### src/rtl/bitreverse_arbiter_if.sv
// ---------------------------------------------------------------------------
// bitreverse_arbiter_if
//
// Bundles the two requester channels and the downstream output of the
// bit-reversal arbiter into a single interface.
//
// Signals:
//   i0_dat/i0_val/i0_eop/i0_rev  channel 0 word, valid, last word, mirror enable
//   o0_rdy                       channel 0 ready (word taken on i0_val & o0_rdy)
//   i1_dat/i1_val/i1_eop/i1_rev  channel 1, same meaning
//   o1_rdy                       channel 1 ready
//   o_dat/o_val/o_eop/o_ch       registered output word, valid, last word, source
//   i_rdy                        downstream ready (word taken on o_val & i_rdy)
//
// Modports:
//   slave  - the arbiter itself
//   master - the environment driving the channels and sinking the output
// ---------------------------------------------------------------------------
interface bitreverse_arbiter_if #(
    parameter int WIDTH = 32
);
    logic [WIDTH-1:0] i0_dat;
    logic             i0_val;
    logic             i0_eop;
    logic             i0_rev;
    logic             o0_rdy;

    logic [WIDTH-1:0] i1_dat;
    logic             i1_val;
    logic             i1_eop;
    logic             i1_rev;
    logic             o1_rdy;

    logic [WIDTH-1:0] o_dat;
    logic             o_val;
    logic             o_eop;
    logic             o_ch;
    logic             i_rdy;

    modport slave (
        input  i0_dat, i0_val, i0_eop, i0_rev,
        output o0_rdy,
        input  i1_dat, i1_val, i1_eop, i1_rev,
        output o1_rdy,
        output o_dat, o_val, o_eop, o_ch,
        input  i_rdy
    );

    modport master (
        output i0_dat, i0_val, i0_eop, i0_rev,
        input  o0_rdy,
        output i1_dat, i1_val, i1_eop, i1_rev,
        input  o1_rdy,
        input  o_dat, o_val, o_eop, o_ch,
        output i_rdy
    );
endinterface

### src/rtl/bitreverse_arbiter.sv
// ---------------------------------------------------------------------------
// bitreverse_arbiter
//
// Two-channel round-robin packet arbiter sharing one registered bit-reversal
// stage. A grant is held for a whole packet; each accepted word is either
// mirrored (bit i <- bit WIDTH-1-i) or passed through according to its own
// rev bit, and lands in a single output register.
//
// Ports:
//   clk    - rising-edge clock
//   reset  - asynchronous reset, active high
//   bus    - bitreverse_arbiter_if.slave: both request channels, their
//            readys, and the registered output with downstream ready
// ---------------------------------------------------------------------------
module bitreverse_arbiter #(
    parameter int WIDTH = 32
) (
    input  logic                  clk,
    input  logic                  reset,
    bitreverse_arbiter_if.slave   bus
);

    typedef enum logic [1:0] {
        IDLE = 2'd0,
        GNT0 = 2'd1,
        GNT1 = 2'd2
    } state_t;

    state_t           state;
    state_t           state_next;
    logic             ptr;
    logic             ptr_next;

    logic [WIDTH-1:0] dat_q;
    logic             val_q;
    logic             eop_q;
    logic             ch_q;

    logic             can_load;
    logic             rdy0;
    logic             rdy1;
    logic             acc0;
    logic             acc1;
    logic             acc;

    logic [WIDTH-1:0] sel_dat;
    logic             sel_eop;
    logic             sel_rev;
    logic             sel_ch;
    logic [WIDTH-1:0] load_dat;

    function automatic logic [WIDTH-1:0] mirror(input logic [WIDTH-1:0] d);
        logic [WIDTH-1:0] r;
        for (int i = 0; i < WIDTH; i++) begin
            r[i] = d[WIDTH-1-i];
        end
        return r;
    endfunction

    // The output register can take a new word when it is empty or being
    // drained this cycle. Readys use only state and output-side signals so
    // there is never a path from a valid back to a ready.
    assign can_load = !val_q || bus.i_rdy;
    assign rdy0     = (state == GNT0) && can_load;
    assign rdy1     = (state == GNT1) && can_load;
    assign acc0     = rdy0 && bus.i0_val;
    assign acc1     = rdy1 && bus.i1_val;
    assign acc      = acc0 || acc1;

    // Only the granted channel is ever accepted, so the grant alone selects
    // which channel's word feeds the shared mirror stage.
    always_comb begin
        sel_ch  = (state == GNT1);
        sel_dat = bus.i0_dat;
        sel_eop = bus.i0_eop;
        sel_rev = bus.i0_rev;
        if (sel_ch) begin
            sel_dat = bus.i1_dat;
            sel_eop = bus.i1_eop;
            sel_rev = bus.i1_rev;
        end
        load_dat = sel_rev ? mirror(sel_dat) : sel_dat;
    end

    // Grant FSM. On the eop handover the other channel is preferred if it
    // is already waiting, which gives back-to-back packets with no bubble.
    always_comb begin
        state_next = state;
        ptr_next   = ptr;
        case (state)
            IDLE: begin
                if (bus.i0_val && bus.i1_val) begin
                    state_next = ptr ? GNT1 : GNT0;
                end else if (bus.i0_val) begin
                    state_next = GNT0;
                end else if (bus.i1_val) begin
                    state_next = GNT1;
                end
            end
            GNT0: begin
                if (acc0 && bus.i0_eop) begin
                    ptr_next = 1'b1;
                    if (bus.i1_val) begin
                        state_next = GNT1;
                    end else if (bus.i0_val) begin
                        state_next = GNT0;
                    end else begin
                        state_next = IDLE;
                    end
                end
            end
            GNT1: begin
                if (acc1 && bus.i1_eop) begin
                    ptr_next = 1'b0;
                    if (bus.i0_val) begin
                        state_next = GNT0;
                    end else if (bus.i1_val) begin
                        state_next = GNT1;
                    end else begin
                        state_next = IDLE;
                    end
                end
            end
            default: begin
                state_next = IDLE;
            end
        endcase
    end

    // Grant state and round-robin pointer.
    always_ff @(posedge clk or posedge reset) begin
        if (reset) begin
            state <= IDLE;
            ptr   <= 1'b0;
        end else begin
            state <= state_next;
            ptr   <= ptr_next;
        end
    end

    // Output register: load on acceptance, otherwise drop valid once the
    // downstream takes the word. Data, eop and channel keep their last value.
    always_ff @(posedge clk or posedge reset) begin
        if (reset) begin
            dat_q <= '0;
            val_q <= 1'b0;
            eop_q <= 1'b0;
            ch_q  <= 1'b0;
        end else if (acc) begin
            dat_q <= load_dat;
            val_q <= 1'b1;
            eop_q <= sel_eop;
            ch_q  <= sel_ch;
        end else if (val_q && bus.i_rdy) begin
            val_q <= 1'b0;
        end
    end

    assign bus.o0_rdy = rdy0;
    assign bus.o1_rdy = rdy1;
    assign bus.o_dat  = dat_q;
    assign bus.o_val  = val_q;
    assign bus.o_eop  = eop_q;
    assign bus.o_ch   = ch_q;

endmodule

### src/flat_wrapper.sv
// flat-port wrapper written by rule: the top's interface ports become plain ports
module bitreverse_arbiter_flat 
#(
    parameter int WIDTH = 32
)
  (clk, reset, bus_i0_dat, bus_i0_val, bus_i0_eop, bus_i0_rev, bus_o0_rdy, bus_i1_dat, bus_i1_val, bus_i1_eop, bus_i1_rev, bus_o1_rdy, bus_o_dat, bus_o_val, bus_o_eop, bus_o_ch, bus_i_rdy);
  bitreverse_arbiter_if #(.WIDTH(WIDTH)) bus_i ();
  input  logic clk;
  input  logic reset;
  input wire logic [$bits(bus_i.i0_dat)-1:0] bus_i0_dat;
  input wire logic [$bits(bus_i.i0_val)-1:0] bus_i0_val;
  input wire logic [$bits(bus_i.i0_eop)-1:0] bus_i0_eop;
  input wire logic [$bits(bus_i.i0_rev)-1:0] bus_i0_rev;
  output wire logic [$bits(bus_i.o0_rdy)-1:0] bus_o0_rdy;
  input wire logic [$bits(bus_i.i1_dat)-1:0] bus_i1_dat;
  input wire logic [$bits(bus_i.i1_val)-1:0] bus_i1_val;
  input wire logic [$bits(bus_i.i1_eop)-1:0] bus_i1_eop;
  input wire logic [$bits(bus_i.i1_rev)-1:0] bus_i1_rev;
  output wire logic [$bits(bus_i.o1_rdy)-1:0] bus_o1_rdy;
  output wire logic [$bits(bus_i.o_dat)-1:0] bus_o_dat;
  output wire logic [$bits(bus_i.o_val)-1:0] bus_o_val;
  output wire logic [$bits(bus_i.o_eop)-1:0] bus_o_eop;
  output wire logic [$bits(bus_i.o_ch)-1:0] bus_o_ch;
  input wire logic [$bits(bus_i.i_rdy)-1:0] bus_i_rdy;
  assign bus_i.i0_dat = bus_i0_dat;
  assign bus_i.i0_val = bus_i0_val;
  assign bus_i.i0_eop = bus_i0_eop;
  assign bus_i.i0_rev = bus_i0_rev;
  assign bus_o0_rdy = bus_i.o0_rdy;
  assign bus_i.i1_dat = bus_i1_dat;
  assign bus_i.i1_val = bus_i1_val;
  assign bus_i.i1_eop = bus_i1_eop;
  assign bus_i.i1_rev = bus_i1_rev;
  assign bus_o1_rdy = bus_i.o1_rdy;
  assign bus_o_dat = bus_i.o_dat;
  assign bus_o_val = bus_i.o_val;
  assign bus_o_eop = bus_i.o_eop;
  assign bus_o_ch = bus_i.o_ch;
  assign bus_i.i_rdy = bus_i_rdy;
  bitreverse_arbiter #(.WIDTH(WIDTH)) u_core (.clk(clk), .reset(reset), .bus(bus_i));
endmodule
### config.mk
export PLATFORM = sky130hd
export DESIGN_NAME = bitreverse_arbiter_flat
export DESIGN_NICKNAME = d
export VERILOG_FILES = /design/src/rtl/bitreverse_arbiter_if.sv /design/src/rtl/bitreverse_arbiter.sv /design/src/flat_wrapper.sv
export SDC_FILE = /design/constraint.sdc
export NUM_CORES = 1
export LEC_CHECK = 0
export BUFFER_PORTS_ARGS = -buffer_cell sky130_fd_sc_hd__buf_2
export CORE_MARGIN = 2
export CORE_UTILIZATION = 35
export CTS_CLUSTER_SIZE = 12
export DETAILED_ROUTE_END_ITERATION = 12
export PLACE_DENSITY = 0.68
export SYNTH_ARGS = -nofsm -noshare
export SYNTH_HDL_FRONTEND = slang
export SYNTH_SLANG_ARGS = --single-unit
### constraint.sdc
create_clock -name clk -period 3.1 [get_ports clk]
set_input_delay 0.62 -clock clk [delete_from_list [all_inputs] [get_ports clk]]
set_output_delay 0.62 -clock clk [all_outputs]
set_load 0.02 [all_outputs]
==> impl_metrics.env <==
export IMPL_status="finished, final reports clean"
export IMPL_fp_dieH_um=90.1
export IMPL_fp_row_count=31
export IMPL_synth_area_mm2=0.00260
export IMPL_core_mm2=0.00721
export IMPL_boundaryPins=110
export IMPL_drive_above_1_share_pct=50.6
export IMPL_drc=0
export IMPL_p_sw_share_pct=40.3
export IMPL_min_period_ns=2.37
export IMPL_worstPathMaxFanout=19
export IMPL_finalClockSkew_ns=0.00446
export IMPL_ant_nets=0
export IMPL_tightest_slew_ns=0.810
export IMPL_clkTransAtPathRegs_ns=0.07
export IMPL_port_buffers=109
export IMPL_setup_tns_ns=0
export IMPL_fill_cells=714
export IMPL_drtIter0Drc=50
export IMPL_path_class="reg -> out"
export IMPL_antenna_cells=0
export IMPL_seqPwrFrac_pct=31.9
export IMPL_layout_cells_most_common="buf_2"
export IMPL_die_w_um=90.1
export IMPL_cts_resized_gates=0
export IMPL_final_max_slew_viol_count=0
export IMPL_holdBufCountCts=0
export IMPL_pwr_share_comb_pct=54.3
export IMPL_end_kind="output port"
export IMPL_cts_tree="done"
export IMPL_hp_class="in -> async"
export IMPL_fp_dieArea_mm2=0.00813
export IMPL_ctsLongestPathBuffers=2
export IMPL_switchingPower_mw=1.16
export IMPL_rsz0062_at_grt="false"
export IMPL_routed_via_density=4.94
export IMPL_first_global_vias=2154
export IMPL_syn_avg_cell_area_um2=12.2
export IMPL_vdd_drop_max_uv=355
export IMPL_setup_slack_ns=0.727
export IMPL_arrival_ns=1.75
export IMPL_place_hpwl_um=4810
export IMPL_synthAdderAreaFrac_pct=0
export IMPL_grt_usage_pct=15.4
export IMPL_synth_top_area_cell="mux2i_1"
export IMPL_synth_top_area_share_pct=37.0
export IMPL_numCtsBuffers=5
export IMPL_cp_required_ns=2.48
export IMPL_finalCritPeriodShare_pct=76.5
export IMPL_gp_congestion=0.788
export IMPL_cts_root_buf="clkbuf_8"
export IMPL_final_cell_mix="buf_2, mux2i_1, dfrtp_1"
export IMPL_synthMuxAreaShare_pct=51.7
export IMPL_routed_wl_um=6220
export IMPL_synth_simple_area_share_pct=3.32
export IMPL_antenna_found_initial=0
export IMPL_p_clk_share_pct=13.7
export IMPL_finalSetupViolCount=0
export IMPL_post_cts_buffers=0
export IMPL_synth_compound_area_share_pct=3.52
export IMPL_grt_overflow=0
export IMPL_start_util_pct=36.0
export IMPL_synth_cell_types=25
export IMPL_register_area_um2=951
export IMPL_powerDensity_mw_per_mm2=863
export IMPL_nNetsFinal=392
export IMPL_yosys_warnings=0
export IMPL_place_ws_ns=0.937
export IMPL_grt_pass1_wl_um=10300
export IMPL_cts_sinks=38
export IMPL_synth_xor_area_share_pct=0
export IMPL_syn_nets=286
export IMPL_seq_area_frac_synth_pct=36.6
export IMPL_syn_inst=213
export IMPL_p_leak_nw=1.67
export IMPL_fmax_mhz=421
export IMPL_synth_area_top_cells="mux2i_1, dfrtp_1, mux2_2, buf_6, buf_2"
export IMPL_htreeDepth=2
export IMPL_drtPass1Iterations=4
export IMPL_grt_max_degree=39
export IMPL_num_vias=2069
export IMPL_max_cap_violations=0
export IMPL_internal_power_mw=1.71
export IMPL_insertion_delay_ns=0.28
export IMPL_syn_to_final_growth_pct=28.0
export IMPL_synth_seq_cells=38
export IMPL_synth_top_family_by_area="multiplexers"
export IMPL_multi_input_area_mm2=0.00153
export IMPL_finalHoldViolCount=0
export IMPL_maxSlewHeadroom_pct=45.9
export IMPL_routedWlPerCell_um=14.8
export IMPL_start_kind="register"
[routing by layer]
metal | vias to the layer above | global-route usage [%] | share of wire [%]
li1 | 998 | - | -
met1 | 1009 | 18.7 | 43
met2 | 60 | 27.5 | 52
met3 | 2 | 4.11 | 5.0
met4 | 0 | 3.33 | 0.42
met5 | - | 0 | 0
[Yosys cell counts]
cell	instances
clkbuf_1	2
nor2_1	3
mux2_1	1
buf_6	6
nand3_1	2
nor2b_1	3
o21ai_0	3
nand2b_1	2
mux2i_1	96
dfrtp_1	38
nand2_1	1
and3b_1	1
a22o_1	1
buf_2	7
o21ba_2	1
a21oi_4	1
a31oi_1	2
nand3b_1	2
and2_1	1
buf_4	1
inv_1	2
a21oi_1	1
a31o_2	2
mux2_2	33
o22ai_1	1
[area by class of cell]
type | count | area share (%)
Sequential cell | 38 | 28.6
Clock buffer | 8 | 3.31
Tap cell | 99 | 3.73
Inverter | 2 | 0.226
Multi-Input combinational cell | 157 | 46.0
Timing Repair Buffer | 115 | 18.1
[power groups by stage]
stage	combinational [mW]	clock [mW]	sequential [mW]
3_3_place_gp	1.54	0	0.925
2_1_floorplan	0.884	0	1.18
5_1_grt	1.68	0.433	0.952
3_5_place_dp	1.58	0	0.927
6_report	1.56	0.394	0.916
4_1_cts	1.58	0.412	0.920
[critical path, cell delays in order (launching register included)]
cell and delay [ns]:
dfrtp_1 0.47, nor2b_4 0.61, and2_1 0.23, buf_2 0.16
[path summary, 6_finish.rpt]
kind                                               endpoint  slack [ns]                        startpoint  depth (start not counted)
min in group clk           u_core.bus.o_dat[14]$_DFFE_PP0P_        0.51  u_core.bus.o_dat[14]$_DFFE_PP0P_                          1
max reg2reg                u_core.bus.o_dat[17]$_DFFE_PP0P_        1.05       u_core.state[1]$_DFFE_PP0P_                          4
max in group asynchronous       u_core.state[1]$_DFFE_PP0P_        2.09                             reset                          2
max                                              bus_o1_rdy        0.73       u_core.state[1]$_DFFE_PP0P_                          3
min                         u_core.bus.o_dat[8]$_DFFE_PP0P_        0.49                             reset                          2
min reg2reg                u_core.bus.o_dat[14]$_DFFE_PP0P_        0.51  u_core.bus.o_dat[14]$_DFFE_PP0P_                          1
[kinds of logic after synthesis]
group | count (synthesis)
AOI/OAI and AO/OA | 12
DFF | 38
buffers and inverters | 18
muxes | 130
and+or+nand+nor | 15
[per-stage QoR]
step	instance area, um^2	hold slack, ns	total power, mW	instances	utilization (%)
global placement	3210	0.487	2.47	411	44.6
global route	3320	0.522	3.06	419	46.1
floorplan	2600	0.506	2.06	213	-
detailed placement	3210	0.492	2.51	411	44.6
finish	3320	0.493	2.87	419	46.1
CTS	3320	0.510	2.92	419	46.1
[flip-flops by register name (all words and copies together), names as in the netlist]
register	count
u_core.bus.o_val	1
u_core.bus.o_eop	1
u_core.bus.o_dat	32
u_core.bus.o_ch	1
u_core.ptr	1
u_core.state	2
Note: power is estimated with default switching activity, not from simulation.
